[config.mk]
export PLATFORM = sky130hd
export DESIGN_NAME = rx_tune_ctrl
export DESIGN_NICKNAME = d
export VERILOG_FILES = /design/src/rtl/rx_tune_ctrl.sv
export SDC_FILE = /design/constraint.sdc
export NUM_CORES = 1
export LEC_CHECK = 0
export BUFFER_PORTS_ARGS = -buffer_cell sky130_fd_sc_hd__buf_2
export CAP_MARGIN = 20
export CORE_AREA = 2 2 122 124
export DETAILED_ROUTE_END_ITERATION = 12
export DIE_AREA = 0 0 124 126
export GPL_ROUTABILITY_DRIVEN = 0
export GPL_TIMING_DRIVEN = 0
export PLACE_DENSITY = 0.71
export SKIP_CTS_REPAIR_TIMING = 1
export SLEW_MARGIN = 20
export SYNTH_ARGS = -nofsm -noshare
export SYNTH_HDL_FRONTEND = slang
export SYNTH_SLANG_ARGS = --single-unit
[constraint.sdc]
create_clock -name clock -period 2.5 [get_ports clock]
set_clock_uncertainty 0.05 [all_clocks]
set_input_delay 0.25 -clock clock [delete_from_list [all_inputs] [get_ports clock]]
set_output_delay 0.25 -clock clock [all_outputs]
set_load 0.02 [all_outputs]
[src/rtl/rx_tune_ctrl.sv]
// Retune scheduler for three DDC/DUC channel pairs: round-robin accept, then
// mute -> flush -> load -> settle -> release for the granted channel.
module rx_tune_ctrl #(
    parameter int unsigned FLUSH_CYCLES  = 16,
    parameter int unsigned SETTLE_CYCLES = 64,
    parameter logic [15:0] RESET_INC     = 16'h0000
) (
    input  logic        clock,
    input  logic        resetn,
    input  logic [2:0]  req_valid,
    input  logic [47:0] req_ddc_inc,
    input  logic [47:0] req_duc_inc,
    output logic [2:0]  req_ready,
    output logic [47:0] ddc_phase_inc,
    output logic [47:0] duc_phase_inc,
    output logic [2:0]  dac_mute,
    output logic        busy,
    output logic        done,
    output logic [1:0]  done_ch
);

    localparam int unsigned MAX_CYC = (FLUSH_CYCLES > SETTLE_CYCLES) ? FLUSH_CYCLES : SETTLE_CYCLES;
    localparam int unsigned CW      = $clog2(MAX_CYC + 1);

    localparam logic [2:0] S_IDLE    = 3'd0;
    localparam logic [2:0] S_MUTE    = 3'd1;
    localparam logic [2:0] S_LOAD    = 3'd2;
    localparam logic [2:0] S_SETTLE  = 3'd3;
    localparam logic [2:0] S_RELEASE = 3'd4;

    logic [2:0]    state_q, state_d;
    logic [1:0]    rr_q, rr_d;
    logic [1:0]    chan_q, chan_d;
    logic [CW-1:0] cnt_q, cnt_d;
    logic [15:0]   ddc_new_q, ddc_new_d;
    logic [15:0]   duc_new_q, duc_new_d;
    logic [47:0]   ddc_q, ddc_d;
    logic [47:0]   duc_q, duc_d;
    logic [2:0]    mute_q, mute_d;

    logic          grant_valid;
    logic [1:0]    grant_ch;

    // Rotating priority search starting at rr_q; only active in IDLE.
    always_comb begin
        int unsigned cand;
        grant_valid = 1'b0;
        grant_ch    = '0;
        cand        = 0;
        if (state_q == S_IDLE) begin
            for (int unsigned i = 0; i < 3; i++) begin
                cand = 32'(rr_q) + i;
                if (cand >= 3) cand = cand - 3;
                if (!grant_valid && req_valid[cand]) begin
                    grant_valid = 1'b1;
                    grant_ch    = 2'(cand);
                end
            end
        end
        req_ready = grant_valid ? (3'b001 << grant_ch) : 3'b000;
    end

    always_comb begin
        state_d   = state_q;
        rr_d      = rr_q;
        chan_d    = chan_q;
        cnt_d     = cnt_q;
        ddc_new_d = ddc_new_q;
        duc_new_d = duc_new_q;
        ddc_d     = ddc_q;
        duc_d     = duc_q;
        mute_d    = mute_q;
        case (state_q)
            S_IDLE: begin
                if (grant_valid) begin
                    ddc_new_d = req_ddc_inc[{grant_ch, 4'b0000} +: 16];
                    duc_new_d = req_duc_inc[{grant_ch, 4'b0000} +: 16];
                    chan_d    = grant_ch;
                    rr_d      = (grant_ch == 2'd2) ? 2'd0 : grant_ch + 2'd1;
                    mute_d    = 3'b001 << grant_ch;
                    cnt_d     = CW'(FLUSH_CYCLES - 1);
                    state_d   = S_MUTE;
                end
            end
            S_MUTE: begin
                if (cnt_q == '0) state_d = S_LOAD;
                else             cnt_d   = cnt_q - 1'b1;
            end
            S_LOAD: begin
                ddc_d[{chan_q, 4'b0000} +: 16] = ddc_new_q;
                duc_d[{chan_q, 4'b0000} +: 16] = duc_new_q;
                cnt_d   = CW'(SETTLE_CYCLES - 1);
                state_d = S_SETTLE;
            end
            S_SETTLE: begin
                if (cnt_q == '0) state_d = S_RELEASE;
                else             cnt_d   = cnt_q - 1'b1;
            end
            S_RELEASE: begin
                mute_d  = '0;
                state_d = S_IDLE;
            end
            default: begin
                mute_d  = '0;
                state_d = S_IDLE;
            end
        endcase
    end

    always_ff @(posedge clock or negedge resetn) begin
        if (!resetn) begin
            state_q   <= S_IDLE;
            rr_q      <= '0;
            chan_q    <= '0;
            cnt_q     <= '0;
            ddc_new_q <= '0;
            duc_new_q <= '0;
            ddc_q     <= {3{RESET_INC}};
            duc_q     <= {3{RESET_INC}};
            mute_q    <= '0;
        end else begin
            state_q   <= state_d;
            rr_q      <= rr_d;
            chan_q    <= chan_d;
            cnt_q     <= cnt_d;
            ddc_new_q <= ddc_new_d;
            duc_new_q <= duc_new_d;
            ddc_q     <= ddc_d;
            duc_q     <= duc_d;
            mute_q    <= mute_d;
        end
    end

    assign ddc_phase_inc = ddc_q;
    assign duc_phase_inc = duc_q;
    assign dac_mute      = mute_q;
    assign busy          = (state_q != S_IDLE);
    assign done          = (state_q == S_RELEASE);
    assign done_ch       = done ? chan_q : 2'd0;

endmodule
### Yosys cells after proc, flatten, opt, wreduce, memory -nomap -nowiden

Cells that the tools add are included.

| word-level totals | value |
|---|---|
| register bits | 145 |
| bits of input ports | 101 |
| word-level logic and storage cells | 89 |

| operators by class | value |
|---|---|
| $add $sub $neg | 8 |
| order comparisons | 6 |
| equality and inequality tests | 9 |
| shift-type cells | 6 |
| muxes and demuxes | 36 |
| bitwise gates (word level) | 1 |
| reduce and logical (&&, ||, !) cells | 14 |

Operators with widths:

| operator | count |
|---|---|
| $mux 32 | 6 |
| $bwmux 48 | 2 |
| $lt 32x3->1 const B | 3 |
| $shiftx 16x8->48 | 2 |
| $shiftx 48x7->16 | 2 |
| $shift 16x8->48 const A | 1 |
| $pmux 7 s3 | 1 |
| $mux 3 | 5 |
| $mux 7 | 2 |
| $mux 2 | 6 |
| $pmux 3 s4 | 1 |
| $mux 1 | 9 |
| $ne 2x2->1 const B | 4 |
| $neg 6->8 | 1 |
| $sub 3x2->4 const B | 2 |
| $logic_not 7->1 | 1 |
| $sub 7x1->7 const B | 1 |
| $bmux 1 s2 | 3 |
| $eq 3x2->1 const B | 2 |
| $ge 3x2->1 const B | 2 |
| $pmux 3 s2 | 1 |
| $reduce_and 3->1 | 2 |
| $reduce_bool 3->1 | 2 |
| $reduce_and 2->1 | 2 |
| other kinds (15) | 17 |

### Depth between registers and ports, before layout

Gate-level depths: netlist of run 1.

| logic depth | value |
|---|---|
| word-level depth | 18 |
| gate-level depth with buffers | 11 |
| depth with buffers taken out | 9 |

### Worst setup path after synthesis of run 1

Ideal clock, no wire load.

| path | value |
|---|---|
| kind | reg-to-reg |
| from | register rr_q[0] |
| to | register ddc_new_q[10] |
| library setup time | 0.126 ns |
| arrival time | 2.292 ns |
| path slack | 0.032 ns |
| stages on the path, launching flop included | 10 |
| cell sequence | dfrtp_1 inv_1 ha_1 clkbuf_1 o221ai_2 or3b_1 o211ai_2 inv_2 clkbuf_1 a221o_1 |

| between the ends | value |
|---|---|
| word-level cells in the longest chain between the ends | 16 |
| elaborated cells on any way between the ends | 36 |
| classes of those cells | add/sub: 5; order compare: 3; shift: 1; mux: 22; reduce/logical: 5 |

Ends and longest elaborated chain:

| element | line | source |
|---|---|---|
| start: declaration | 32 | `logic [1:0] rr_q, rr_d;` |
| start signal: assignment | 123 | `rr_q <= rr_d;` |
| branches (longest 16 deep; another with $sub 3x2->4) | -- |  |
| end signal: assignment | 126 | `ddc_new_q <= ddc_new_d;` |
| end: declaration | 35 | `logic [15:0] ddc_new_q, ddc_new_d;` |

Several ways; the timed one is not identified. The select of a mux whose other input is x is not followed.
A chain may end at the register's enable or synchronous reset.

### Worst setup path after layout of run 1

| path | value |
|---|---|
| from | register rr_q[0] |
| to | output port req_ready[2] |

| between the ends | value |
|---|---|
| word-level cells in the longest chain between the ends | 17 |
| elaborated cells on any way between the ends | 36 |
| classes of those cells | add/sub: 5; order compare: 3; shift: 1; mux: 23; reduce/logical: 4 |

Ends and longest elaborated chain:

| element | line | source |
|---|---|---|
| branches (longest 16 deep; another with $sub 3x2->4) | -- |  |
| $mux 3 * | 60 | `req_ready = grant_valid ? (3'b001 << grant_ch) : 3'b000;` |
| end: declaration | 13 | `output logic [2:0] req_ready,` |

Every way passes the cells marked *. The select of a mux whose other input is x is not followed.

==> results of run 1 <==
-- logic make-up (layout without fill, tap and decap cells) --
group	Yosys count	after routing
buffers and inverters	55	307
multiplexers	4	4
XOR/XNOR	1	1
AND/OR/NAND/NOR	283	283
AO/OA/AOI/OAI	189	189
flip-flops	145	145
adder cells (fa/ha/maj)	9	9
-- cells in the mapped netlist, types with 3 or more instances --
cell type | number | area share, %
sky130_fd_sc_hd__a21o_1 | 4 | 0.47
sky130_fd_sc_hd__a21oi_1 | 21 | 1.6
sky130_fd_sc_hd__a221o_1 | 15 | 2.3
sky130_fd_sc_hd__a221oi_1 | 17 | 2.3
sky130_fd_sc_hd__a22o_1 | 17 | 2.3
sky130_fd_sc_hd__and2_1 | 5 | 0.49
sky130_fd_sc_hd__and3_1 | 3 | 0.29
sky130_fd_sc_hd__buf_2 | 5 | 0.39
sky130_fd_sc_hd__clkbuf_1 | 39 | 2.3
sky130_fd_sc_hd__dfrtp_1 | 145 | 56
sky130_fd_sc_hd__ha_1 | 9 | 1.8
sky130_fd_sc_hd__inv_1 | 8 | 0.47
sky130_fd_sc_hd__mux2i_1 | 4 | 0.62
sky130_fd_sc_hd__nand2_1 | 211 | 12
sky130_fd_sc_hd__nand3_1 | 17 | 1.3
sky130_fd_sc_hd__nor2_1 | 27 | 1.6
sky130_fd_sc_hd__nor2b_1 | 5 | 0.49
sky130_fd_sc_hd__nor3b_1 | 4 | 0.47
sky130_fd_sc_hd__o21ai_0 | 103 | 8.0
-- worst max-delay path: cells and delay by family (launching register included) --
family | cells | cell delay, ps
compound gates | 4 | 970
buf+inv | 4 | 590
flops | 1 | 450
fa+ha+maj | 1 | 170
-- per-stage QoR --
stage               power (mW)  area (sq um)  worst slack (ps)  std cells  hold WS, ps
global placement          2.55          7690              -917       1076          406
detailed placement        2.56          7730              -551       1077          219
floorplan                 2.41          6430              31.8        686        -95.6
global route              5.24          8630              -487       1122         2.69
finish                    5.10          8630              -404       1122         8.44
CTS                       5.11          8330             -1020       1109         -224
-- power by group through the flow --
stage / clock (mW) / combinational, mW / sequential (mW)
2_1_floorplan: 0 / 0.0237 / 2.39
3_3_place_gp: 0 / 0.158 / 2.39
3_5_place_dp: 0 / 0.165 / 2.39
4_1_cts: 2.60 / 0.168 / 2.35
5_1_grt: 2.70 / 0.195 / 2.35
6_report: 2.58 / 0.176 / 2.35
-- registers in the layout, summed over array words and instances, names as in the netlist --
| name | count |
|---|---|
| state_q | 3 |
| duc_new_q | 16 |
| chan_q | 2 |
| dac_mute | 3 |
| cnt_q | 7 |
| duc_phase_inc | 48 |
| rr_q | 2 |
| ddc_new_q | 16 |
| ddc_phase_inc | 48 |
-- metal layers --
metal / wire (um) / track usage, % / up-vias
met5: 0 / 0 / -
met1: 8820 / 36.8 / 2978
li1: - / - / 2840
met3: 1320 / 6.43 / 40
met2: 10100 / 42.3 / 244
met4: 661 / 11.4 / 0
-- cell usage in the layout (no fill, tap or decap), types with 5 or more instances in the layout --
master                      synthesis  final
sky130_fd_sc_hd__dfrtp_1          145    144
sky130_fd_sc_hd__clkbuf_16          0     17
sky130_fd_sc_hd__and2_1             5      5
sky130_fd_sc_hd__nand2_1          211    210
sky130_fd_sc_hd__a221oi_1          17     11
sky130_fd_sc_hd__ha_1               9      5
sky130_fd_sc_hd__a22o_1            17     17
sky130_fd_sc_hd__nor2_1            27     27
sky130_fd_sc_hd__a21oi_1           21     21
sky130_fd_sc_hd__buf_4              0     11
sky130_fd_sc_hd__buf_6              1      7
sky130_fd_sc_hd__nand3_1           17     17
sky130_fd_sc_hd__clkbuf_1          39     30
sky130_fd_sc_hd__buf_2              5    209
sky130_fd_sc_hd__a221oi_2           0      5
sky130_fd_sc_hd__o21ai_0          103    103
sky130_fd_sc_hd__clkbuf_2           0      5
sky130_fd_sc_hd__a221o_1           15     15
sky130_fd_sc_hd__inv_1              8      7
-- worst paths after layout --
kind                                      to  slack [ps]         startpoint
hold reg to reg            ddc_phase_inc[19]         420  ddc_phase_inc[19]
setup reg to reg                ddc_new_q[6]        -280            rr_q[0]
max in group asynchronous            rr_q[0]        1300             resetn
hold / removal                  ddc_new_q[9]           8    req_ddc_inc[25]
setup / recovery                req_ready[2]        -400            rr_q[0]
min in group asynchronous  ddc_phase_inc[41]         350             resetn
-- cell type report --
class,instances,area (sq um),share of cell area [%]
plain buffers,44,216,2.51
clock buffers,22,464,5.38
clock inverters,10,134,1.55
inverters,10,42.5,0.493
multi-input cells,486,2720,31.5
flip-flops and latches,145,3630,42.0
well taps,184,230,2.67
repair buffers,221,1200,13.9
==> metrics.log, run 1 <==
INFO  metric status = finished, violations left
INFO  metric failed_checks = setup timing
INFO  metric chipHeight = 126 um
INFO  metric timing.slew.headroom = 57.7%
INFO  metric post_synth_inst_count = 686
INFO  metric timing.final.ws_setup = -404 ps
INFO  metric period_share = 116%
INFO  metric grt_first_pass_wirelength = 31700 um
INFO  metric switching_share = 20.7%
INFO  metric maxCapViolCount = 0
INFO  metric total_via_count_in_the_routed_design = 6102
INFO  metric detailed_place_hpwl = 15000 um
INFO  metric fillers = 1313
INFO  metric numPortBuffers = 206
INFO  metric post_synth_and_or_nand_nor_area_fraction = 18.4%
INFO  metric clk_root_buffer_cell = sky130_fd_sc_hd__clkbuf_16
INFO  metric critPathLaunchType = flop
INFO  metric worst_pin_slew = 634 ps
INFO  metric register_to_register_path_depth = 12
INFO  metric drt-pass1-iter-count = 7
INFO  metric antenna_found_initial = 0
INFO  metric grt_start_max_net_pins = 80
INFO  metric synth_warnings = 0
INFO  metric finalHoldViolCount = 0
INFO  metric critical_path_class = flop to output port
INFO  metric syn-cell-area = 0.00643 sq mm
INFO  metric hold-path-cell-count = 2
INFO  metric worst_path_clk_slew = 60 ps
INFO  metric synth_xor_xnor_area_share = 0.136%
INFO  metric timing.final.setup_violations = 39
INFO  metric postRouteAntennaNets = 0
INFO  metric maxClockFrequency = 0.344 GHz
INFO  metric synth-adder-area-share = 1.75%
INFO  metric synth_compound_gate_area_share = 19.2%
INFO  metric cp-end-kind = output port
INFO  metric hold_path.class = primary input to flop
INFO  metric tritoncts_clock_tree = done
INFO  metric total_leakage_power = 4.35 nW
INFO  metric combinationalPowerShare = 3.4%
INFO  metric clk_lat_worst_skew = 420 ps
INFO  metric fin_setup_tns = -5230 ps
INFO  metric cp_max_fo = 10
INFO  metric avgRoutedWirePerCell = 18.7 um
INFO  metric placementRows = 44
INFO  metric die-area = 0.0156 sq mm
INFO  metric netSwitchingPower = 1.06 mW
INFO  metric synth.area.mux_share = 0.622%
INFO  metric longest_clk_path_bufs = 2
INFO  metric tritoncts.num_buffers = 17
INFO  metric timing.critical_path.slowest_stage_cell = sky130_fd_sc_hd__dfrtp_2
INFO  metric syn_avg_cell_area = 9.38 sq um
INFO  metric finalNetCount = 1035
INFO  metric antennaDiodeCount = 0
INFO  metric dominant_combinational_cell_family_by_area_after_synthesis = compound AO/OA/AOI/OAI gates
INFO  metric p_seq_share = 46.0%
INFO  metric library_cells_used_by_synthesis = 40
INFO  metric layout-area-overhead-vs-synth = 34.2%
INFO  metric groute.usage.overall = 27.3%
INFO  metric routed_wl = 20900 um
INFO  metric coreArea = 0.0143 sq mm
INFO  metric synth-seq-cells = 145
INFO  metric clock_sink_count = 145
INFO  metric first_global_vias = 5772
INFO  metric detail_route.vias_per_cell = 5.44
INFO  metric cellInternalPower = 4.04 mW
INFO  metric fin_util = 60.3%
INFO  metric rsz0062_at_grt = yes
INFO  metric power.density_cell_area = 591 mW/mm^2
INFO  metric synth_fp_nets = 796
INFO  metric starting_utilization_of_the_core_area = 44.9%
INFO  metric cp_cell_sequence = buf_6, ha_4, a21bo_1, a31o_4, a2111oi_4, o221ai_2, inv_4, buf_8, buf_4
INFO  metric asyncSetResetFlopFracSynth = 100%
INFO  metric report.final.slew_viol_count = 0
INFO  metric cts.htree.levels = 4
INFO  metric pin_count = 207
INFO  metric critPathMaxStageDelay = 450 ps
INFO  metric fin_crit = 2900 ps
INFO  metric die-width = 124 um
INFO  metric drc = 0
INFO  metric vdd.ir_drop.worst = 0.426 mV
INFO  metric synth_enable_flop_cells = 0
INFO  metric fraction_of_power_consumed_by_the_clock_network = 50.5%
INFO  metric initialDrtViolationCount = 570
INFO  metric global_route.overflow_total = 0
INFO  metric crit_required = 2200 ps
INFO  metric ys_flop_type = sky130_fd_sc_hd__dfrtp_1
INFO  metric drive_above_1_share = 31.8%
INFO  metric synth.yosys.seq_area_share = 56.4%
INFO  metric timing.critical_path.arrival = 2600 ps
Note: power is estimated with default switching activity, not from simulation.
==> inputs of run 2 (changes only) <==
==> constraint.sdc (replaced) <==
create_clock -name clock -period 2.5 [get_ports clock]
set_clock_uncertainty 0.05 [all_clocks]
set_input_delay 0.125 -clock clock [delete_from_list [all_inputs] [get_ports clock]]
set_output_delay 0.125 -clock clock [all_outputs]
set_load 0.02 [all_outputs]
==> metrics.log, run 2 (synthesis results as in run 1) <==
INFO  metric holdPathEnd = duc_new_q[4]
INFO  metric layout-area-overhead-vs-synth = 42.9%
INFO  metric clock_sink_count = 145 (unchanged)
INFO  metric hold-path-cell-count = 3 (+1)
INFO  metric tritoncts.num_buffers = 17 (unchanged)
INFO  metric drc = 0 (unchanged)
INFO  metric cp_max_fo = 6 (-4)
INFO  metric reg2reg_setup_slack = -290 ps (about the same)
INFO  metric final_non_filler_cells = 1182 (+5.3%)
INFO  metric die-area = 0.0156 sq mm (unchanged)
INFO  metric fin_crit = 2820 ps (-89.0 ps)
INFO  metric cp-end-kind = output port
INFO  metric initialDrtViolationCount = 611 (+7.2%)
INFO  metric clk_lat_worst_skew = 420 ps (about the same)
INFO  metric hold_path.class = primary input to flop
INFO  metric chipHeight = 126 um (unchanged)
INFO  metric starting_utilization_of_the_core_area = 44.9% (unchanged)
INFO  metric detailed_place_hpwl = 15000 um (unchanged)
INFO  metric critPathLaunchType = flop
INFO  metric register_to_register_path_depth = 12 (unchanged)
INFO  metric detail_route.vias_per_cell = 5.54 (+1.9%)
INFO  metric numPortBuffers = 206 (unchanged)
INFO  metric critical_path_class = flop to output port
INFO  metric routed_wl = 22700 um (+8.3%)
INFO  metric first_global_vias = 5772 (unchanged)
INFO  metric cts.htree.levels = 4 (unchanged)
INFO  metric power.density_cell_area = 564 mW/mm^2 (-4.5%)
INFO  metric maxCapViolCount = 0 (unchanged)
INFO  metric postRouteAntennaNets = 0 (unchanged)
INFO  metric rr_startpoint = rr_q[0]
INFO  metric drive_above_1_share = 29.6% (-2.2 points)
INFO  metric rsz0062_at_grt = yes
INFO  metric grt_first_pass_wirelength = 31700 um (unchanged)
INFO  metric pin_count = 207 (unchanged)
INFO  metric worst_hold_startpoint = req_duc_inc[36]
INFO  metric start_point_of_the_critical_path = rr_q[0]
INFO  metric timing.final.setup_violations = 38 (-2.6%)
INFO  metric groute.usage.overall = 27.3% (unchanged)
INFO  metric longest_clk_path_bufs = 2 (unchanged)
INFO  metric die-width = 124 um (unchanged)
INFO  metric crit_required = 2330 ps (+130 ps)
INFO  metric dpl.cell_count = 1077 (unchanged)
INFO  metric fillers = 1223 (-6.9%)
INFO  metric status = finished, violations left
INFO  metric antennaDiodeCount = 0 (unchanged)
INFO  metric total_via_count_in_the_routed_design = 6550 (+7.3%)
INFO  metric period_share = 113% (-3.6 points)
INFO  metric drt-pass1-iter-count = 8 (+1)
INFO  metric maxClockFrequency = 0.355 GHz (+3.2%)
INFO  metric clk_root_buffer_cell = sky130_fd_sc_hd__clkbuf_16
INFO  metric vdd.ir_drop.worst = 0.424 mV (-0.46%)
INFO  metric grt_start_max_net_pins = 80 (unchanged)
INFO  metric placementRows = 44 (unchanged)
INFO  metric avgRoutedWirePerCell = 19.2 um (+2.8%)
INFO  metric total_leakage_power = 4.59 nW (+5.5%)
INFO  metric global_route.overflow_total = 0 (unchanged)
INFO  metric timing.final.ws_setup = -315 ps (+89.0 ps)
INFO  metric finalHoldViolCount = 12 (+12)
INFO  metric worst_path_clk_slew = 60 ps (about the same)
INFO  metric timing.critical_path.arrival = 2640 ps (+40 ps)
INFO  metric worst_pin_slew = 617 ps (-16.7 ps)
INFO  metric coreArea = 0.0143 sq mm (unchanged)
INFO  metric finalNetCount = 1095 (+5.8%)
INFO  metric reg2reg_to = ddc_new_q[13]
INFO  metric tritoncts_clock_tree = done
INFO  metric mostFrequentLayoutCells = sky130_fd_sc_hd__nand2_1, sky130_fd_sc_hd__buf_2, sky130_fd_sc_hd__dfrtp_1, sky130_fd_sc_hd__o21ai_0, sky130_fd_sc_hd__dlygate4sd3_1
INFO  metric timing.slew.headroom = 58.8% (+1.1 points)
INFO  metric holdWs = -28.0 ps (-36.4 ps)
INFO  metric antenna_found_initial = 0 (unchanged)
INFO  metric failed_checks = hold timing, setup timing
INFO  metric report.final.slew_viol_count = 0 (unchanged)
==> run 2: layout make-up <==
cell class / instances / area [sq um] / share of cell area (%)
flip-flops and latches: 145 / 3630 / 39.5
multi-input cells: 486 / 2700 / 29.4
well taps: 184 / 230 / 2.50
clock buffers: 22 / 464 / 5.05
inverters: 10 / 42.5 / 0.463
repair buffers: 281 / 1780 / 19.4
plain buffers: 44 / 205 / 2.23
clock inverters: 10 / 134 / 1.46
==> run 2: through the flow <==
| stage | power [mW] | setup WS, ps | utilization (%) | TNS (ps) | area (sq um) |
|---|---|---|---|---|---|
| finish | 5.18 | -315 | 64.2 | -5110 | 9190 |
| global route | 5.33 | -392 | 64.2 | -8550 | 9190 |
| CTS | 5.11 | -899 | 58.2 | -18950 | 8330 |
| detailed placement | 2.56 | -542 | 54.0 | -14530 | 7730 |
| global placement | 2.55 | -792 | 53.8 | -125640 | 7690 |
| floorplan | 2.41 | 31.8 | - | 0 | 6430 |
==> run 2: critical path: stages, from the launching register on <==
cell                        delay [ps]
sky130_fd_sc_hd__dfrtp_2           440
sky130_fd_sc_hd__buf_4             160
sky130_fd_sc_hd__ha_4              170
sky130_fd_sc_hd__a21bo_1           180
sky130_fd_sc_hd__a31o_4            260
sky130_fd_sc_hd__a2111oi_4         330
sky130_fd_sc_hd__o221ai_2          190
sky130_fd_sc_hd__inv_4             140
sky130_fd_sc_hd__nor3_4             60
sky130_fd_sc_hd__buf_6             140
sky130_fd_sc_hd__buf_4             150
==> run 2: layer usage <==
layer	track usage, %	wire length [um]	vias to the layer above
met5	0	0	-
met4	11.4	1070	0
met3	6.43	1540	77
met2	42.3	11000	346
met1	36.8	9070	3167
li1	-	-	2960
==> run 2: worst max path at each step <==
stage | to | depth (start not counted)
after detailed placement | ddc_new_q[5] | 10
after CTS | req_ready[0] | 10
after global routing | req_ready[0] | 10
after floorplan | ddc_new_q[10] | 9
after global placement | cnt_q[0] | 1
final | req_ready[0] | 10
==> run 2: report_power, final <==
part	internal (mW)	switching, mW	leakage (nW)
logic	0.140	0.119	2.32
clock network	1.62	0.960	0.290
registers	2.35	0	1.98
total	4.10	1.08	4.59
==> inputs of run 3 (changes only) <==
--- a/config.mk
+++ b/config.mk
@@ -14,3 +14,3 @@
 export GPL_TIMING_DRIVEN = 0
-export PLACE_DENSITY = 0.71
+export PLACE_DENSITY_LB_ADDON = 0.3
 export SKIP_CTS_REPAIR_TIMING = 1
--- a/constraint.sdc
+++ b/constraint.sdc
@@ -4,2 +4,2 @@
 set_output_delay 0.125 -clock clock [all_outputs]
-set_load 0.02 [all_outputs]
+set_load 0.05 [all_outputs]
==> metrics.log, run 3 (synthesis results as in run 1) <==
INFO  metric groute.usage.overall = 27.1% (-0.23 points)
INFO  metric mostFrequentLayoutCells = sky130_fd_sc_hd__nand2_1, sky130_fd_sc_hd__buf_2, sky130_fd_sc_hd__dfrtp_1, sky130_fd_sc_hd__o21ai_0, sky130_fd_sc_hd__dlygate4sd3_1
INFO  metric fin_util = 67.2% (+3.0 points)
INFO  metric power.density_cell_area = 557 mW/mm^2 (-1.1%)
INFO  metric drt-pass1-iter-count = 5 (-3)
INFO  metric postRouteAntennaNets = 0 (unchanged)
INFO  metric antenna_found_initial = 0 (unchanged)
INFO  metric p_seq_share = 43.8% (-1.5 points)
INFO  metric clock_sink_count = 145 (unchanged)
INFO  metric fraction_of_power_consumed_by_the_clock_network = 51.0% (+1.3 points)
INFO  metric starting_utilization_of_the_core_area = 44.9% (unchanged)
INFO  metric period_share = 117% (+4.6 points)
INFO  metric tritoncts.num_buffers = 17 (unchanged)
INFO  metric longest_clk_path_bufs = 2 (unchanged)
INFO  metric cp-end-kind = output port
INFO  metric antennaDiodeCount = 0 (unchanged)
INFO  metric finalNetCount = 1120 (+2.3%)
INFO  metric numPortBuffers = 206 (unchanged)
INFO  metric timing.critical_path.arrival = 2750 ps (+110 ps)
INFO  metric routed_wl = 23100 um (+1.8%)
INFO  metric cp_max_fo = 6 (unchanged)
INFO  metric initialDrtViolationCount = 662 (+8.3%)
INFO  metric switching_share = 20.8% (-0.043 points)
INFO  metric clk_root_buffer_cell = sky130_fd_sc_hd__clkbuf_16
INFO  metric grt_start_max_net_pins = 80 (unchanged)
INFO  metric grt_first_pass_wirelength = 31300 um (-1.5%)
INFO  metric layout.cells.most_common = sky130_fd_sc_hd__nand2_1
INFO  metric status = finished, violations left
INFO  metric dp_worst_setup_slack = -518 ps (+24.3 ps)
INFO  metric netSwitchingPower = 1.11 mW (+3.3%)
INFO  metric layout-area-overhead-vs-synth = 49.6%
INFO  metric rsz0062_at_grt = yes
INFO  metric finalHoldViolCount = 5 (-7)
INFO  metric global_route.overflow_total = 0 (unchanged)
INFO  metric holdWs = -45.5 ps (-17.5 ps)
INFO  metric total_leakage_power = 4.75 nW (+3.6%)
INFO  metric timing.final.ws_setup = -430 ps (-115 ps)
INFO  metric chipHeight = 126 um (unchanged)
INFO  metric total_via_count_in_the_routed_design = 6708 (+2.4%)
INFO  metric die-area = 0.0156 sq mm (unchanged)
INFO  metric drive_above_1_share = 29.7% (+0.16 points)
INFO  metric maxCapViolCount = 0 (unchanged)
INFO  metric fin_setup_tns = -4570 ps (+537 ps)
INFO  metric hold_path.class = primary input to flop
INFO  metric detailed_place_hpwl = 14900 um (-0.32%)
INFO  metric maxClockFrequency = 0.341 GHz (-3.9%)
INFO  metric die-width = 124 um (unchanged)
INFO  metric worst_path_clk_slew = 60 ps (about the same)
INFO  metric crit_required = 2330 ps (about the same)
INFO  metric critical_path_class = flop to output port
INFO  metric report.final.slew_viol_count = 0 (unchanged)
INFO  metric combinationalPowerShare = 5.3% (+0.3 points)
INFO  metric first_global_vias = 5573 (-3.4%)
INFO  metric pin_count = 207 (unchanged)
INFO  metric vdd.ir_drop.worst = 0.468 mV (+10%)
INFO  metric drc = 0 (unchanged)
INFO  metric tritoncts_clock_tree = done
INFO  metric fin_crit = 2930 ps (+115 ps)
INFO  metric timing.slew.headroom = 55.6% (-3.2 points)
INFO  metric cts.htree.levels = 4 (unchanged)
INFO  metric placementRows = 44 (unchanged)
INFO  metric avgRoutedWirePerCell = 19.1 um (-0.27%)
INFO  metric failed_checks = hold timing, setup timing
INFO  metric coreArea = 0.0143 sq mm (unchanged)
INFO  metric clk_lat_worst_skew = 420 ps (about the same)
INFO  metric cellInternalPower = 4.25 mW (+3.6%)
INFO  metric worst_pin_slew = 666 ps (+48.2 ps)
INFO  metric timing.final.setup_violations = 38 (unchanged)
INFO  metric critPathLaunchType = flop
INFO  metric detail_route.vias_per_cell = 5.56 (+0.29%)
[run 3: cell types whose count changed in the layout (fill, tap and decap cells not counted), sizes merged]
cell / before / now
buf: 228 / 234
bufinv: 3 / 4
dlygate4sd3: 62 / 80
clkinvlp: 2 / 1
clkbuf: 57 / 58
[run 3: area by class of cell]
class                           count  area (sq um)
Buffer                             44           262
Clock buffer                       22           474
Clock inverter                     10           156
Fill cell                        1100          4690
Inverter                           10          42.5
Multi-Input combinational cell    486          2780
Sequential cell                   145          3630
Tap cell                          184           230
Timing Repair Buffer              306          2050
[run 3: final timing paths]
| check | cells after the start | slack, ps | from | end |
|---|---|---|---|---|
| max reg2reg | 11 | -220 | rr_q[0] | ddc_new_q[9] |
| min reg2reg | 2 | 420 | duc_phase_inc[2] | duc_phase_inc[2] |
| max in group asynchronous | 3 | 1460 | resetn | ddc_phase_inc[30] |
| max | 10 | -430 | rr_q[1] | req_ready[0] |
| min in group asynchronous | 2 | 180 | resetn | dac_mute[2] |
| min | 3 | -50 | req_duc_inc[20] | duc_new_q[4] |
[run 3: critical path: stages (launching register included)]
cell and delay (ps):
sky130_fd_sc_hd__dfrtp_1 410, sky130_fd_sc_hd__inv_2 110, sky130_fd_sc_hd__ha_4 170, sky130_fd_sc_hd__mux2i_4 270, sky130_fd_sc_hd__o221ai_4 140, sky130_fd_sc_hd__or3b_1 380
sky130_fd_sc_hd__o211ai_2 140, sky130_fd_sc_hd__inv_4 70, sky130_fd_sc_hd__nor3_4 290, sky130_fd_sc_hd__buf_6 180, sky130_fd_sc_hd__buf_6 150
[run 3: per-layer routing]
metal  up-vias  track usage [%]  share of wire [%]
li1       3021                -                  -
met1      3263             38.4                 41
met2       359             41.4                 49
met3        65             5.98                7.2
met4         0             8.79                3.1
met5         -                0                  0
[run 3: power by group through the flow]
stage / registers [mW] / logic, mW / clock network (mW)
final: 2.35 / 0.283 / 2.73
after global routing: 2.35 / 0.303 / 2.85
after CTS: 2.35 / 0.167 / 2.74
after detailed placement: 2.39 / 0.166 / 0
after global placement: 2.39 / 0.158 / 0
after floorplan: 2.39 / 0.0237 / 0
[run 3: stage by stage]
step                area, sq um  hold WS (ps)  total power, mW  std cells
finish                     9620         -45.5             5.36       1207
global route               9620         -6.67             5.50       1207
global placement           7700           304             2.55       1076
detailed placement         7740          56.5             2.56       1077
CTS                        8370          -398             5.25       1109
floorplan                  6440          -221             2.41        686
